**src/rtl/nios2_oci_dct_sequencer.sv**
```systemverilog
// -----------------------------------------------------------------------------
// nios2_oci_dct_sequencer
//
// Packs 2-bit CPU trace codes into a 15-entry (30-bit) buffer and ships each
// full or flushed buffer as a 34-bit {count, buffer} frame over a valid/ready
// handshake. An end-of-test flush drains any partial buffer and then parks the
// block in a sticky DONE state that only reset leaves.
//
// Ports:
//   clk            system clock, rising edge
//   reset          synchronous active-high reset
//   br_valid       trace code present this cycle
//   br_code        trace code (00 not-taken, 01 taken, 10 exception, 11 reserved)
//   br_stall       code not accepted this cycle; source must hold it
//   flush_req      end-of-test request, sampled every cycle
//   frame_valid    frame_data valid, held until accepted
//   frame_ready    consumer accepts the frame
//   frame_data     {count, buffer}
//   dct_buffer     live packing buffer (monitor view)
//   dct_count      live entry count (monitor view)
//   test_ending    flush in progress, not yet done
//   test_has_ended sticky done flag
//   err_reserved   sticky, set when a reserved code is accepted
// -----------------------------------------------------------------------------
module nios2_oci_dct_sequencer #(
    parameter int ENTRIES = 15,
    parameter int ENTRY_W = 2
) (
    input  logic                                               clk,
    input  logic                                               reset,
    input  logic                                               br_valid,
    input  logic [ENTRY_W-1:0]                                 br_code,
    output logic                                               br_stall,
    input  logic                                               flush_req,
    output logic                                               frame_valid,
    input  logic                                               frame_ready,
    output logic [$clog2(ENTRIES+1)+ENTRIES*ENTRY_W-1:0]       frame_data,
    output logic [ENTRIES*ENTRY_W-1:0]                         dct_buffer,
    output logic [$clog2(ENTRIES+1)-1:0]                       dct_count,
    output logic                                               test_ending,
    output logic                                               test_has_ended,
    output logic                                               err_reserved
);

    localparam int BUF_W = ENTRIES * ENTRY_W;
    localparam int CNT_W = $clog2(ENTRIES + 1);

    typedef enum logic [1:0] {
        ST_ACCUM = 2'd0,
        ST_EMIT  = 2'd1,
        ST_DONE  = 2'd2
    } state_t;

    state_t             r_state, w_state_next;
    logic [BUF_W-1:0]   r_buffer, w_buffer_next, w_buffer_packed;
    logic [CNT_W-1:0]   r_count, w_count_next, w_count_packed;
    logic               r_flush_pending, w_flush_pending_next;
    logic               r_test_ending;
    logic               r_err_reserved, w_err_next;
    logic               w_accept;

    assign w_accept = br_valid && (r_state == ST_ACCUM);

    // Each slot takes the incoming code only when it is the next free slot;
    // every other slot keeps its value, so unused upper entries stay zero.
    generate
        for (genvar gi = 0; gi < ENTRIES; gi++) begin : g_slot
            assign w_buffer_packed[gi*ENTRY_W +: ENTRY_W] =
                (w_accept && (r_count == CNT_W'(gi))) ? br_code
                                                      : r_buffer[gi*ENTRY_W +: ENTRY_W];
        end
    endgenerate

    assign w_count_packed = r_count + CNT_W'(w_accept);

    always_comb begin
        w_state_next         = r_state;
        w_buffer_next        = r_buffer;
        w_count_next         = r_count;
        w_flush_pending_next = r_flush_pending;
        w_err_next           = r_err_reserved |
                               (w_accept && (br_code == {ENTRY_W{1'b1}}));
        case (r_state)
            ST_ACCUM: begin
                // The new entry is packed first; any flush then acts on the
                // resulting count.
                w_buffer_next = w_buffer_packed;
                w_count_next  = w_count_packed;
                if (w_count_packed == CNT_W'(ENTRIES)) begin
                    w_state_next = ST_EMIT;
                    if (flush_req) w_flush_pending_next = 1'b1;
                end else if (flush_req || r_flush_pending) begin
                    w_flush_pending_next = 1'b1;
                    w_state_next = (w_count_packed != '0) ? ST_EMIT : ST_DONE;
                end
            end
            ST_EMIT: begin
                if (flush_req) w_flush_pending_next = 1'b1;
                if (frame_ready) begin
                    w_buffer_next = '0;
                    w_count_next  = '0;
                    // A flush arriving on the accept cycle still ends the test.
                    w_state_next  = w_flush_pending_next ? ST_DONE : ST_ACCUM;
                end
            end
            ST_DONE: begin
                w_state_next = ST_DONE;
            end
            default: begin
                w_state_next = ST_ACCUM;
            end
        endcase
    end

    always_ff @(posedge clk) begin
        if (reset) begin
            r_state         <= ST_ACCUM;
            r_buffer        <= '0;
            r_count         <= '0;
            r_flush_pending <= 1'b0;
            r_test_ending   <= 1'b0;
            r_err_reserved  <= 1'b0;
        end else begin
            r_state         <= w_state_next;
            r_buffer        <= w_buffer_next;
            r_count         <= w_count_next;
            r_flush_pending <= w_flush_pending_next;
            r_test_ending   <= w_flush_pending_next && (w_state_next != ST_DONE);
            r_err_reserved  <= w_err_next;
        end
    end

    // Buffer and count are frozen while in EMIT, so the frame is stable
    // until the consumer takes it.
    assign br_stall       = (r_state != ST_ACCUM);
    assign frame_valid    = (r_state == ST_EMIT);
    assign frame_data     = {r_count, r_buffer};
    assign dct_buffer     = r_buffer;
    assign dct_count      = r_count;
    assign test_ending    = r_test_ending;
    assign test_has_ended = (r_state == ST_DONE);
    assign err_reserved   = r_err_reserved;

endmodule

```
**config.mk**
```make
export PLATFORM = sky130hd
export DESIGN_NAME = nios2_oci_dct_sequencer
export DESIGN_NICKNAME = d
export VERILOG_FILES = /design/src/rtl/nios2_oci_dct_sequencer.sv
export SDC_FILE = /design/constraint.sdc
export NUM_CORES = 1
export LEC_CHECK = 0
export BUFFER_PORTS_ARGS = -buffer_cell sky130_fd_sc_hd__buf_2
export CORE_AREA = 2 2 89 91
export CTS_CLUSTER_DIAMETER = 200
export DETAILED_ROUTE_END_ITERATION = 6
export DIE_AREA = 0 0 91 93
export SYNTH_ARGS = -nofsm -noshare
export SYNTH_HDL_FRONTEND = slang
export SYNTH_SLANG_ARGS = --single-unit
```
**constraint.sdc**
```tcl
create_clock -name clk -period 2.06 [get_ports clk]
set_input_delay 0.618 -clock clk [delete_from_list [all_inputs] [get_ports clk]]
set_output_delay 0.618 -clock clk [all_outputs]
set_load 0.02 [all_outputs]
```
==> run_summary.xml, run 1 <==
<?xml version="1.0" encoding="UTF-8"?>
<metrics>
  <group name="sta">
    <metric name="final-hold-violation-count" unit="">0</metric>
    <metric name="setup_repair_after_global_routing_missed_its_margin" unit="">no</metric>
    <metric name="worst_slew_margin_rel" unit="%">57.9</metric>
    <metric name="fin_skew" unit="ns">0.00839</metric>
    <metric name="finalCriticalPeriod" unit="ns">1.94</metric>
    <metric name="worst-slew-pin-transition" unit="ns">0.630</metric>
    <metric name="max_freq" unit="GHz">0.515</metric>
    <metric name="setup_viol" unit="">0</metric>
    <metric name="final.setup.worst_slack" unit="ns">0.120</metric>
    <metric name="drv_slew" unit="">0</metric>
    <metric name="fin_hold_ws" unit="ns">0.468</metric>
    <metric name="total_negative_slack_for_setup_checks" unit="ns">0</metric>
    <metric name="timing.final.crit_share" unit="%">94.2</metric>
  </group>
  <group name="floorplanning">
    <metric name="fp.dieArea" unit="sq um">8460</metric>
    <metric name="boundaryPins" unit="">80</metric>
    <metric name="die_width" unit="um">91</metric>
    <metric name="coreArea" unit="sq um">7530</metric>
    <metric name="initial_core_util" unit="%">26.9</metric>
    <metric name="placement_rows" unit="">32</metric>
    <metric name="fp.dieH" unit="um">93</metric>
  </group>
  <group name="setup_path">
    <metric name="timing_worst_setup_path_type" unit="">reg -&gt; out</metric>
    <metric name="r2r_start" unit="">r_state[0]</metric>
    <metric name="crit_path_max_fanout" unit="">8</metric>
    <metric name="worstReg2RegEnd" unit="">test_ending</metric>
    <metric name="reg2reg_depth" unit="">7</metric>
    <metric name="worst-endpoint-required" unit="ns">1.44</metric>
    <metric name="type_of_element_capturing_the_critical_path" unit="">output pin</metric>
    <metric name="slack_of_the_worst_reg_to_reg_path" unit="ns">0.26</metric>
    <metric name="crit_path_start_kind" unit="">register</metric>
    <metric name="cp.arrival" unit="ns">1.32</metric>
  </group>
  <group name="synth">
    <metric name="synthMuxAreaShare" unit="%">10.9</metric>
    <metric name="yosysTopAreaCellShare" unit="%">38.6</metric>
    <metric name="synth-edff-count" unit="">0</metric>
    <metric name="syn_area_cell" unit="sq um">9.42</metric>
    <metric name="ys_ff_latch" unit="">39</metric>
    <metric name="synthDominantAreaCellType" unit="">sky130_fd_sc_hd__dfxtp_1</metric>
    <metric name="synth.lib_cells_used.distinct" unit="">39</metric>
    <metric name="synth-xor-area-share" unit="%">1.30</metric>
    <metric name="async_flop_share" unit="%">0</metric>
    <metric name="synth_top_family_by_area" unit="">simple AND/OR/NAND/NOR gates</metric>
    <metric name="synth-compound-area-share" unit="%">6.98</metric>
    <metric name="ys.flop_type" unit="">sky130_fd_sc_hd__dfxtp_1</metric>
    <metric name="post_synth_and_or_nand_nor_area_fraction" unit="%">24.0</metric>
    <metric name="synth.cell_area" unit="sq um">2020</metric>
    <metric name="postSynthNetCount" unit="">224</metric>
    <metric name="yosys-top-cells-area" unit="">sky130_fd_sc_hd__dfxtp_1 39%, sky130_fd_sc_hd__buf_4 13%, sky130_fd_sc_hd__mux2i_1 11%</metric>
    <metric name="syn-instance-count" unit="">215</metric>
    <metric name="yosysWarnings" unit="">0</metric>
    <metric name="synthAdderAreaFrac" unit="%">1.24</metric>
    <metric name="synth.yosys.seq_area_share" unit="%">38.6</metric>
    <metric name="post_synth_most_frequent_cells" unit="">39 x sky130_fd_sc_hd__dfxtp_1, 34 x sky130_fd_sc_hd__buf_4, 28 x sky130_fd_sc_hd__nand2_1</metric>
    <metric name="synthMostInstantiatedCell" unit="">sky130_fd_sc_hd__dfxtp_1</metric>
  </group>
  <group name="routing">
    <metric name="route.detailed.vias_per_inst" unit="">4.25</metric>
    <metric name="wirelength" unit="mm">4.69</metric>
    <metric name="drt.antenna.violating_nets" unit="">0</metric>
    <metric name="routedWlPerCell" unit="um">12.7</metric>
    <metric name="post-route-drc-count" unit="">0</metric>
    <metric name="drt_first_pass_iters" unit="">4</metric>
    <metric name="dr_total_vias" unit="">1574</metric>
    <metric name="drt_first_iter_violations" unit="">54</metric>
  </group>
  <group name="global_routing">
    <metric name="global_route_wire_length_before_repair" unit="mm">7.43</metric>
    <metric name="groute.layer.met1.usage" unit="%">14.0</metric>
    <metric name="globalRouteOverflowTotal" unit="">0</metric>
    <metric name="largest_net_degree_at_the_start_of_global_routing" unit="">27</metric>
    <metric name="overall_global_routing_usage" unit="%">11.2</metric>
    <metric name="grt_pass1_vias" unit="">1466</metric>
    <metric name="grt_util_met3" unit="%">2.82</metric>
    <metric name="gr_busiest_metal" unit="">met2</metric>
    <metric name="met2_usage" unit="%">18.8</metric>
    <metric name="initial_antenna_violation_count" unit="">0</metric>
  </group>
  <group name="finish">
    <metric name="area_delta_synth_final" unit="%">18.3</metric>
    <metric name="drive_gt1_share" unit="%">40.7</metric>
    <metric name="finalNetCount" unit="">276</metric>
    <metric name="antenna_cells_inserted" unit="">0</metric>
    <metric name="fillerInstances" unit="">831</metric>
    <metric name="final_cell_count_no_fill" unit="">370</metric>
  </group>
  <group name="clocking">
    <metric name="cts.root.buffer_cell" unit="">sky130_fd_sc_hd__clkbuf_8</metric>
    <metric name="clkSinkCount" unit="">39</metric>
    <metric name="cts_htree_levels" unit="">2</metric>
    <metric name="holdBufCountCts" unit="">0</metric>
    <metric name="worst_setup_hold_path_clk_slew" unit="ns">0.08</metric>
    <metric name="post_cts_setup_buffers" unit="">0</metric>
    <metric name="cts-resized-gates" unit="">0</metric>
    <metric name="tritoncts.num_buffers" unit="">5</metric>
    <metric name="cts_tree" unit="">done</metric>
    <metric name="clock_path_buffers" unit="">2</metric>
    <metric name="worst_skew_pair.late_latency" unit="ns">0.29</metric>
  </group>
  <group name="place">
    <metric name="dpl_worst_slack" unit="ns">-0.0560</metric>
    <metric name="portBuffers" unit="">79</metric>
    <metric name="post-dp-hpwl" unit="mm">3.58</metric>
    <metric name="routability_congestion_estimate_from_global_placement" unit="">0.807</metric>
    <metric name="placed_cells_incl_taps" unit="">362</metric>
  </group>
  <group name="worst_hold_path">
    <metric name="timing.hold.worst.class" unit="">reg -&gt; reg</metric>
    <metric name="whs_path_depth" unit="">2</metric>
    <metric name="whs_endpoint" unit="">dct_buffer[24]</metric>
    <metric name="hold_path_startpoint" unit="">dct_buffer[24]</metric>
  </group>
  <group name="pwr">
    <metric name="power.ir.vdd_worst" unit="mV">0.360</metric>
    <metric name="p_leak" unit="nW">1.17</metric>
    <metric name="power.density" unit="nW/um^2">961</metric>
  </group>
  <group name="outcome">
    <metric name="outcome" unit="">complete, no violations</metric>
  </group>
  <group name="job">
    <metric name="cap_violations" unit="">0</metric>
  </group>
</metrics>
-- cells in the final DEF (no fill, tap or decap), types with 2 or more instances in the layout --
master,netlist,final
sky130_fd_sc_hd__nand2_1,28,28
sky130_fd_sc_hd__nor3_4,2,2
sky130_fd_sc_hd__inv_1,3,3
sky130_fd_sc_hd__o21ai_0,9,9
sky130_fd_sc_hd__buf_2,6,79
sky130_fd_sc_hd__a21oi_1,3,3
sky130_fd_sc_hd__dfxtp_1,39,39
sky130_fd_sc_hd__nor2_1,15,15
sky130_fd_sc_hd__nor3b_4,2,2
sky130_fd_sc_hd__a22oi_1,3,3
sky130_fd_sc_hd__nor2b_1,2,2
sky130_fd_sc_hd__xor2_1,2,2
sky130_fd_sc_hd__nor3_1,2,2
sky130_fd_sc_hd__nand3_1,9,9
sky130_fd_sc_hd__clkbuf_8,0,5
sky130_fd_sc_hd__nand3b_1,3,3
sky130_fd_sc_hd__a31oi_1,2,2
sky130_fd_sc_hd__nand2b_1,5,5
sky130_fd_sc_hd__mux2i_1,22,22
sky130_fd_sc_hd__clkbuf_1,1,2
sky130_fd_sc_hd__buf_4,34,11
-- flip-flops by register name, summed over array words and instances (netlist names) --
signal / count
dct_count: 4
test_ending: 1
r_state: 2
dct_buffer: 30
err_reserved: 1
r_flush_pending: 1
-- logic make-up (layout without fill, tap and decap cells) --
family | after synthesis | count (layout)
flip-flops | 39 | 39
multiplexers | 22 | 22
buffers and inverters | 48 | 101
XOR/XNOR | 3 | 3
AO/OA/AOI/OAI | 22 | 22
AND/OR/NAND/NOR | 79 | 79
adder cells (fa/ha/maj) | 2 | 2
-- worst max path at each step --
stage | slack, ns | start | end
6_report | 0.12 | r_state[1] | br_stall
4_1_cts | 0.1 | dct_count[2] | frame_data[32]
3_3_place_gp | -0.02 | br_valid | test_ending
5_1_grt | 0.002 | br_valid | test_ending
2_1_floorplan | 0.02 | br_valid | test_ending
3_5_place_dp | -0.06 | br_valid | test_ending
-- through the flow --
step | total power [mW] | utilization, % | instance area (sq um)
6_report | 2.30 | 31.8 | 2390
2_1_floorplan | 1.61 | - | 2040
4_1_cts | 2.33 | 31.8 | 2390
5_1_grt | 2.45 | 31.8 | 2390
3_5_place_dp | 1.82 | 30.7 | 2310
3_3_place_gp | 1.81 | 30.7 | 2310
-- final cells by class --
type	instances	area (sq um)	share of cell area [%]
clock buffers	7	76.3	3.19
flip-flops and latches	39	781	32.6
repair buffers	90	478	20.0
well taps	102	128	5.33
multi-input cells	128	916	38.2
inverters	3	11.3	0.470
clock inverters	1	5.00	0.209
-- where the power goes --
part / total, mW / switching, mW / internal (mW)
clock: 0.504 / 0.266 / 0.238
sequential: 0.888 / 0.0656 / 0.823
combinational: 0.910 / 0.564 / 0.346
total: 2.30 / 0.895 / 1.41
-- routing by layer --
layer  up-vias  wire length, um
met5         -                0
met4         0               49
met3         4              272
met2        55             2220
met1       725             2140
li1        790                -
-- worst max-delay path, cell delays in order (launching register included) --
cell and delay, ns:
sky130_fd_sc_hd__dfxtp_1 0.36, sky130_fd_sc_hd__buf_4 0.18, sky130_fd_sc_hd__nor2_1 0.26, sky130_fd_sc_hd__inv_1 0.07, sky130_fd_sc_hd__buf_2 0.16
(Power assumes the default switching activity.)
==> run 2, diff against run 1 <==
- CORE_AREA: 2 2 89 91 -> 2 2 75 77
- DIE_AREA: 0 0 91 93 -> 0 0 77 79
- PLACE_DENSITY: unset -> 0.68
==> run 2 against run 1 <==
Final area decreased by 2.9%. Largest cell class unchanged. Global-route usage up 2.7 points. Total power is 3.1% lower. Worst setup slack better by 0.011 ns. Clock-buffer cell count fell by 1. Clock skew shrank 0.0020 ns. Combinational power is 3.7% lower. Core utilization increased by 12 points. Cell count shrank 9.5%. Non-clock buffer count shrank 3. Critical path depth is the same.
==> run_summary.xml, run 2 (synthesized netlist as in run 1, its figures left out) <==
<?xml version="1.0" encoding="UTF-8"?>
<metrics>
  <group name="place">
    <metric name="portBuffers" unit="">79</metric>
    <metric name="routability_congestion_estimate_from_global_placement" unit="">0.764</metric>
    <metric name="placed_cells_incl_taps" unit="">329</metric>
    <metric name="post-dp-hpwl" unit="mm">3.10</metric>
  </group>
  <group name="pwr">
    <metric name="power.density" unit="nW/um^2">959</metric>
    <metric name="p_leak" unit="nW">1.15</metric>
    <metric name="overall_power" unit="mW">2.23</metric>
    <metric name="power.ir.vdd_worst" unit="mV">0.466</metric>
  </group>
  <group name="sta">
    <metric name="max_freq" unit="GHz">0.518</metric>
    <metric name="worst-slew-pin-transition" unit="ns">0.636</metric>
    <metric name="fin_skew" unit="ns">0.00638</metric>
    <metric name="drv_slew" unit="">0</metric>
    <metric name="finalCriticalPeriod" unit="ns">1.93</metric>
    <metric name="final-hold-violation-count" unit="">0</metric>
    <metric name="timing.final.crit_share" unit="%">93.7</metric>
    <metric name="setup_viol" unit="">0</metric>
    <metric name="worst_slew_margin_rel" unit="%">57.6</metric>
    <metric name="setup_repair_after_global_routing_missed_its_margin" unit="">no</metric>
  </group>
  <group name="finish">
    <metric name="largest_reg_flops" unit="">30</metric>
    <metric name="final_cell_count_no_fill" unit="">335</metric>
    <metric name="finalNetCount" unit="">273</metric>
    <metric name="area_delta_synth_final" unit="%">14.9</metric>
    <metric name="fillerInstances" unit="">547</metric>
    <metric name="layout_common_cells" unit="">79 x sky130_fd_sc_hd__buf_2, 39 x sky130_fd_sc_hd__dfxtp_1, 28 x sky130_fd_sc_hd__nand2_1</metric>
    <metric name="antenna_cells_inserted" unit="">0</metric>
    <metric name="layout.cells.most_common" unit="">sky130_fd_sc_hd__buf_2</metric>
    <metric name="drive_gt1_share" unit="%">39.9</metric>
  </group>
  <group name="setup_path">
    <metric name="crit_path_max_fanout" unit="">8</metric>
    <metric name="type_of_element_capturing_the_critical_path" unit="">output pin</metric>
    <metric name="cp.arrival" unit="ns">1.31</metric>
    <metric name="worst-endpoint-required" unit="ns">1.44</metric>
    <metric name="timing_worst_setup_path_type" unit="">reg -&gt; out</metric>
    <metric name="crit_path_start_kind" unit="">register</metric>
  </group>
  <group name="global_routing">
    <metric name="largest_net_degree_at_the_start_of_global_routing" unit="">17</metric>
    <metric name="globalRouteOverflowTotal" unit="">0</metric>
    <metric name="overall_global_routing_usage" unit="%">13.9</metric>
    <metric name="initial_antenna_violation_count" unit="">0</metric>
    <metric name="global_route_wire_length_before_repair" unit="mm">6.67</metric>
    <metric name="grt_pass1_vias" unit="">1346</metric>
  </group>
  <group name="routing">
    <metric name="drt_first_iter_violations" unit="">78</metric>
    <metric name="wirelength" unit="mm">4.17</metric>
    <metric name="drt.antenna.violating_nets" unit="">0</metric>
    <metric name="drt_first_pass_iters" unit="">4</metric>
    <metric name="dr_total_vias" unit="">1584</metric>
    <metric name="routedWlPerCell" unit="um">12.5</metric>
    <metric name="post-route-drc-count" unit="">0</metric>
    <metric name="route.detailed.vias_per_inst" unit="">4.73</metric>
  </group>
  <group name="clocking">
    <metric name="tritoncts.num_buffers" unit="">5</metric>
    <metric name="cts-resized-gates" unit="">0</metric>
    <metric name="worst_skew_pair.late_latency" unit="ns">0.28</metric>
    <metric name="cts_htree_levels" unit="">2</metric>
    <metric name="holdBufCountCts" unit="">0</metric>
    <metric name="cts.root.buffer_cell" unit="">sky130_fd_sc_hd__clkbuf_8</metric>
    <metric name="worst_setup_hold_path_clk_slew" unit="ns">0.07</metric>
    <metric name="clock_path_buffers" unit="">2</metric>
    <metric name="post_cts_setup_buffers" unit="">0</metric>
    <metric name="clkSinkCount" unit="">39</metric>
    <metric name="cts_tree" unit="">done</metric>
  </group>
  <group name="floorplanning">
    <metric name="initial_core_util" unit="%">37.9</metric>
    <metric name="fp.dieH" unit="um">79</metric>
    <metric name="placement_rows" unit="">27</metric>
    <metric name="die_width" unit="um">77</metric>
    <metric name="boundaryPins" unit="">80</metric>
    <metric name="fp.dieArea" unit="sq um">6080</metric>
    <metric name="coreArea" unit="sq um">5340</metric>
  </group>
  <group name="worst_hold_path">
    <metric name="timing.hold.worst.class" unit="">reg -&gt; reg</metric>
  </group>
  <group name="job">
    <metric name="cap_violations" unit="">0</metric>
  </group>
  <group name="outcome">
    <metric name="outcome" unit="">complete, no violations</metric>
  </group>
</metrics>
[run 2: changes by cell type in the layout (fill, tap and decap cells not counted), sizes merged]
cell | previous run | this run
clkinv | 1 | 0
clkbuf | 7 | 6
buf | 90 | 87
[run 2: final timing paths]
| kind | start | end | slack (ns) | cells after the start |
|---|---|---|---|---|
| worst min-delay path | dct_buffer[11] | dct_buffer[11] | 0.47 | 2 |
| worst max register to register | r_state[0] | test_ending | 0.30 | 7 |
| worst min register to register | dct_buffer[11] | dct_buffer[11] | 0.47 | 2 |
| worst max-delay path | r_state[0] | br_stall | 0.13 | 4 |
[run 2: layout make-up]
cell class | instances | area, sq um | share of cell area [%]
tap | 72 | 90.1 | 3.87
sequential | 39 | 781 | 33.6
timing repair buffer | 87 | 455 | 19.6
multi-input combinational | 128 | 916 | 39.4
clock buffer | 6 | 72.6 | 3.12
inverter | 3 | 11.3 | 0.484
[run 2: metrics by stage]
step	setup WS [ns]	setup TNS (ns)	hold WS (ns)	util (%)	instance area, sq um
6_report	0.131	0	0.474	43.6	2330
3_5_place_dp	-0.0464	-0.0511	0.469	42.2	2250
5_1_grt	0.0616	0	0.498	43.6	2330
4_1_cts	0.132	0	0.480	43.6	2330
3_3_place_gp	0.00398	0	0.458	42.2	2250
2_1_floorplan	0.0155	0	0.463	-	2040
[run 2: critical path: stages, from the launching register on]
cell and delay [ns]:
sky130_fd_sc_hd__dfxtp_1 0.34, sky130_fd_sc_hd__buf_4 0.17, sky130_fd_sc_hd__nor2_1 0.29, sky130_fd_sc_hd__inv_1 0.06
sky130_fd_sc_hd__buf_2 0.16
[run 2: power breakdown]
| group | internal (mW) | switching (mW) | leakage, nW |
|---|---|---|---|
| Clock | 0.226 | 0.241 | 0.0371 |
| Combinational | 0.335 | 0.541 | 0.800 |
| Sequential | 0.823 | 0.0643 | 0.316 |
[run 2: routing by layer]
metal	GRT usage, %	vias to the layer above	routed length, um	part of all wire (%)
met5	0	-	0	0
met4	5.18	0	46	1.1
met3	2.84	5	245	5.9
met2	21.8	64	1940	47
met1	18.9	727	1940	46
li1	-	788	-	-
==> run 3, diff against run 2 <==
- CTS_BUF_LIST: unset -> sky130_fd_sc_hd__clkbuf_16
- CTS_CLUSTER_SIZE: unset -> 24
==> run 3 against run 2 <==
Global-route usage grew 0.34 points. Sequential share of layout area fell by 0.79 points. Total power up 10%. Register-to-register slack barely moved. Flip-flop and latch count stayed put. Worst setup slack gained 0.017 ns. Clock skew fell by 0.0021 ns. Combinational power barely moved. Largest cell class unchanged. Highest routed layer unchanged.
==> run_summary.xml, run 3 (synthesized netlist as in run 1, its figures left out) <==
<?xml version="1.0" encoding="UTF-8"?>
<metrics>
  <group name="pwr">
    <metric name="overall_power" unit="mW">2.46</metric>
    <metric name="power.ir.vdd_worst" unit="mV">0.469</metric>
    <metric name="power.density" unit="nW/um^2">1030</metric>
    <metric name="p_leak" unit="nW">1.18</metric>
  </group>
  <group name="clocking">
    <metric name="post_cts_setup_buffers" unit="">0</metric>
    <metric name="clkSinkCount" unit="">39</metric>
    <metric name="tritoncts.num_buffers" unit="">5</metric>
    <metric name="holdBufCountCts" unit="">0</metric>
    <metric name="worst_setup_hold_path_clk_slew" unit="ns">0.05</metric>
    <metric name="cts_tree" unit="">done</metric>
    <metric name="worst_skew_pair.late_latency" unit="ns">0.27</metric>
    <metric name="cts_htree_levels" unit="">2</metric>
    <metric name="clock_path_buffers" unit="">2</metric>
    <metric name="cts.root.buffer_cell" unit="">sky130_fd_sc_hd__clkbuf_16</metric>
    <metric name="cts-resized-gates" unit="">0</metric>
  </group>
  <group name="sta">
    <metric name="worst_slew_margin_rel" unit="%">56.7</metric>
    <metric name="fin_hold_ws" unit="ns">0.472</metric>
    <metric name="finalCriticalPeriod" unit="ns">1.91</metric>
    <metric name="worst-slew-pin-transition" unit="ns">0.649</metric>
    <metric name="final-hold-violation-count" unit="">0</metric>
    <metric name="total_negative_slack_for_setup_checks" unit="ns">0</metric>
    <metric name="drv_slew" unit="">0</metric>
    <metric name="max_freq" unit="GHz">0.523</metric>
    <metric name="setup_viol" unit="">0</metric>
    <metric name="fin_skew" unit="ns">0.00425</metric>
    <metric name="timing.final.crit_share" unit="%">92.9</metric>
    <metric name="setup_repair_after_global_routing_missed_its_margin" unit="">no</metric>
  </group>
  <group name="floorplanning">
    <metric name="initial_core_util" unit="%">37.9</metric>
    <metric name="fp.dieArea" unit="sq um">6080</metric>
    <metric name="placement_rows" unit="">27</metric>
    <metric name="die_width" unit="um">77</metric>
    <metric name="fp.dieH" unit="um">79</metric>
    <metric name="coreArea" unit="sq um">5340</metric>
    <metric name="boundaryPins" unit="">80</metric>
  </group>
  <group name="setup_path">
    <metric name="crit_path_start_kind" unit="">register</metric>
    <metric name="type_of_element_capturing_the_critical_path" unit="">output pin</metric>
    <metric name="worst-endpoint-required" unit="ns">1.44</metric>
    <metric name="worstReg2RegEnd" unit="">test_ending</metric>
    <metric name="cp.arrival" unit="ns">1.29</metric>
    <metric name="r2r_start" unit="">r_state[0]</metric>
    <metric name="path_cells" unit="">buf_4 &gt; nor2_1 &gt; inv_1 &gt; buf_2</metric>
    <metric name="critical_path.n_buffers_inverters" unit="">3</metric>
    <metric name="slack_of_the_worst_reg_to_reg_path" unit="ns">0.31</metric>
    <metric name="reg2reg_depth" unit="">7</metric>
    <metric name="slowest_delay" unit="ns">0.33</metric>
    <metric name="slowest_stage" unit="">sky130_fd_sc_hd__dfxtp_1</metric>
    <metric name="crit_path_max_fanout" unit="">8</metric>
    <metric name="timing_worst_setup_path_type" unit="">reg -&gt; out</metric>
    <metric name="path_delay_family" unit="">buffers and inverters</metric>
  </group>
  <group name="worst_hold_path">
    <metric name="whs_path_depth" unit="">2</metric>
    <metric name="timing.hold.worst.class" unit="">reg -&gt; reg</metric>
    <metric name="whs_endpoint" unit="">dct_buffer[11]</metric>
    <metric name="hold_path_startpoint" unit="">dct_buffer[11]</metric>
  </group>
  <group name="place">
    <metric name="portBuffers" unit="">79</metric>
    <metric name="routability_congestion_estimate_from_global_placement" unit="">0.764</metric>
    <metric name="post-dp-hpwl" unit="mm">3.10</metric>
  </group>
  <group name="routing">
    <metric name="route.detailed.vias_per_inst" unit="">4.66</metric>
    <metric name="post-route-drc-count" unit="">0</metric>
    <metric name="drt.antenna.violating_nets" unit="">0</metric>
    <metric name="routedWlPerCell" unit="um">12.6</metric>
    <metric name="drt_first_pass_iters" unit="">4</metric>
    <metric name="dr_total_vias" unit="">1561</metric>
    <metric name="drt_first_iter_violations" unit="">60</metric>
    <metric name="wirelength" unit="mm">4.22</metric>
  </group>
  <group name="finish">
    <metric name="area_delta_synth_final" unit="%">17.7</metric>
    <metric name="finalNetCount" unit="">273</metric>
    <metric name="antenna_cells_inserted" unit="">0</metric>
    <metric name="layout_common_cells" unit="">79 x sky130_fd_sc_hd__buf_2, 39 x sky130_fd_sc_hd__dfxtp_1, 28 x sky130_fd_sc_hd__nand2_1</metric>
    <metric name="layout.cells.most_common" unit="">sky130_fd_sc_hd__buf_2</metric>
    <metric name="drive_gt1_share" unit="%">39.9</metric>
    <metric name="multiInputGateArea" unit="sq um">916</metric>
    <metric name="area.sequential" unit="sq um">781</metric>
    <metric name="fillerInstances" unit="">541</metric>
    <metric name="largest_reg_flops" unit="">30</metric>
  </group>
  <group name="outcome">
    <metric name="outcome" unit="">complete, no violations</metric>
  </group>
  <group name="global_routing">
    <metric name="overall_global_routing_usage" unit="%">14.2</metric>
    <metric name="initial_antenna_violation_count" unit="">0</metric>
    <metric name="global_route_wire_length_before_repair" unit="mm">6.79</metric>
    <metric name="globalRouteOverflowTotal" unit="">0</metric>
    <metric name="largest_net_degree_at_the_start_of_global_routing" unit="">17</metric>
    <metric name="grt_pass1_vias" unit="">1353</metric>
  </group>
  <group name="job">
    <metric name="cap_violations" unit="">0</metric>
  </group>
</metrics>
run 3: changes by cell type in the layout (fill, tap and decap cells not counted), sizes merged:
cell,delta
clkbuf,-1
inv,+1
run 3: how the worst max path moves through the flow:
| stage | startpoint | end | depth (start not counted) |
|---|---|---|---|
| 2_1_floorplan | br_valid | test_ending | 7 |
| 3_3_place_gp | br_valid | test_ending | 8 |
| 3_5_place_dp | br_valid | test_ending | 8 |
| 4_1_cts | dct_count[2] | dct_count[2] | 1 |
| 5_1_grt | br_valid | test_ending | 8 |
| 6_report | r_state[0] | br_stall | 4 |
run 3: cell type report:
type                            instances  area share [%]
Sequential cell                        39            32.8
Inverter                                3           0.473
Tap cell                               72            3.78
Timing Repair Buffer                   87            19.1
Multi-Input combinational cell        128            38.4
Clock buffer                            5            5.25
Clock inverter                          1           0.158
run 3: per-layer routing:
metal  wire length, um  GRT usage [%]
met3               236           3.86
met1              1980           18.7
met4                34           4.29
met5                 0              0
met2              1970           23.0
run 3: worst register-to-register path, delay by kind of cell, from the launching register on:
family                   cells  cell delay (ns)
AND/OR/NAND/NOR              3             0.49
adder cells (fa/ha/maj)      2             0.38
flip-flops                   1             0.33
AO/OA/AOI/OAI                1             0.31
XOR/XNOR                     1             0.19
run 3: metrics by stage:
step | instance area [sq um] | util, % | worst slack, ns | instances
floorplan | 2040 | - | 0.0155 | 215
global placement | 2250 | 42.2 | 0.00398 | 329
detailed placement | 2250 | 42.2 | -0.0464 | 329
CTS | 2380 | 44.6 | 0.136 | 335
global route | 2380 | 44.6 | 0.0556 | 335
finish | 2380 | 44.6 | 0.147 | 335
run 3: report_power, final:
group	internal, mW	switching (mW)
Sequential	0.824	0.0645
Combinational	0.335	0.543
Clock	0.429	0.262
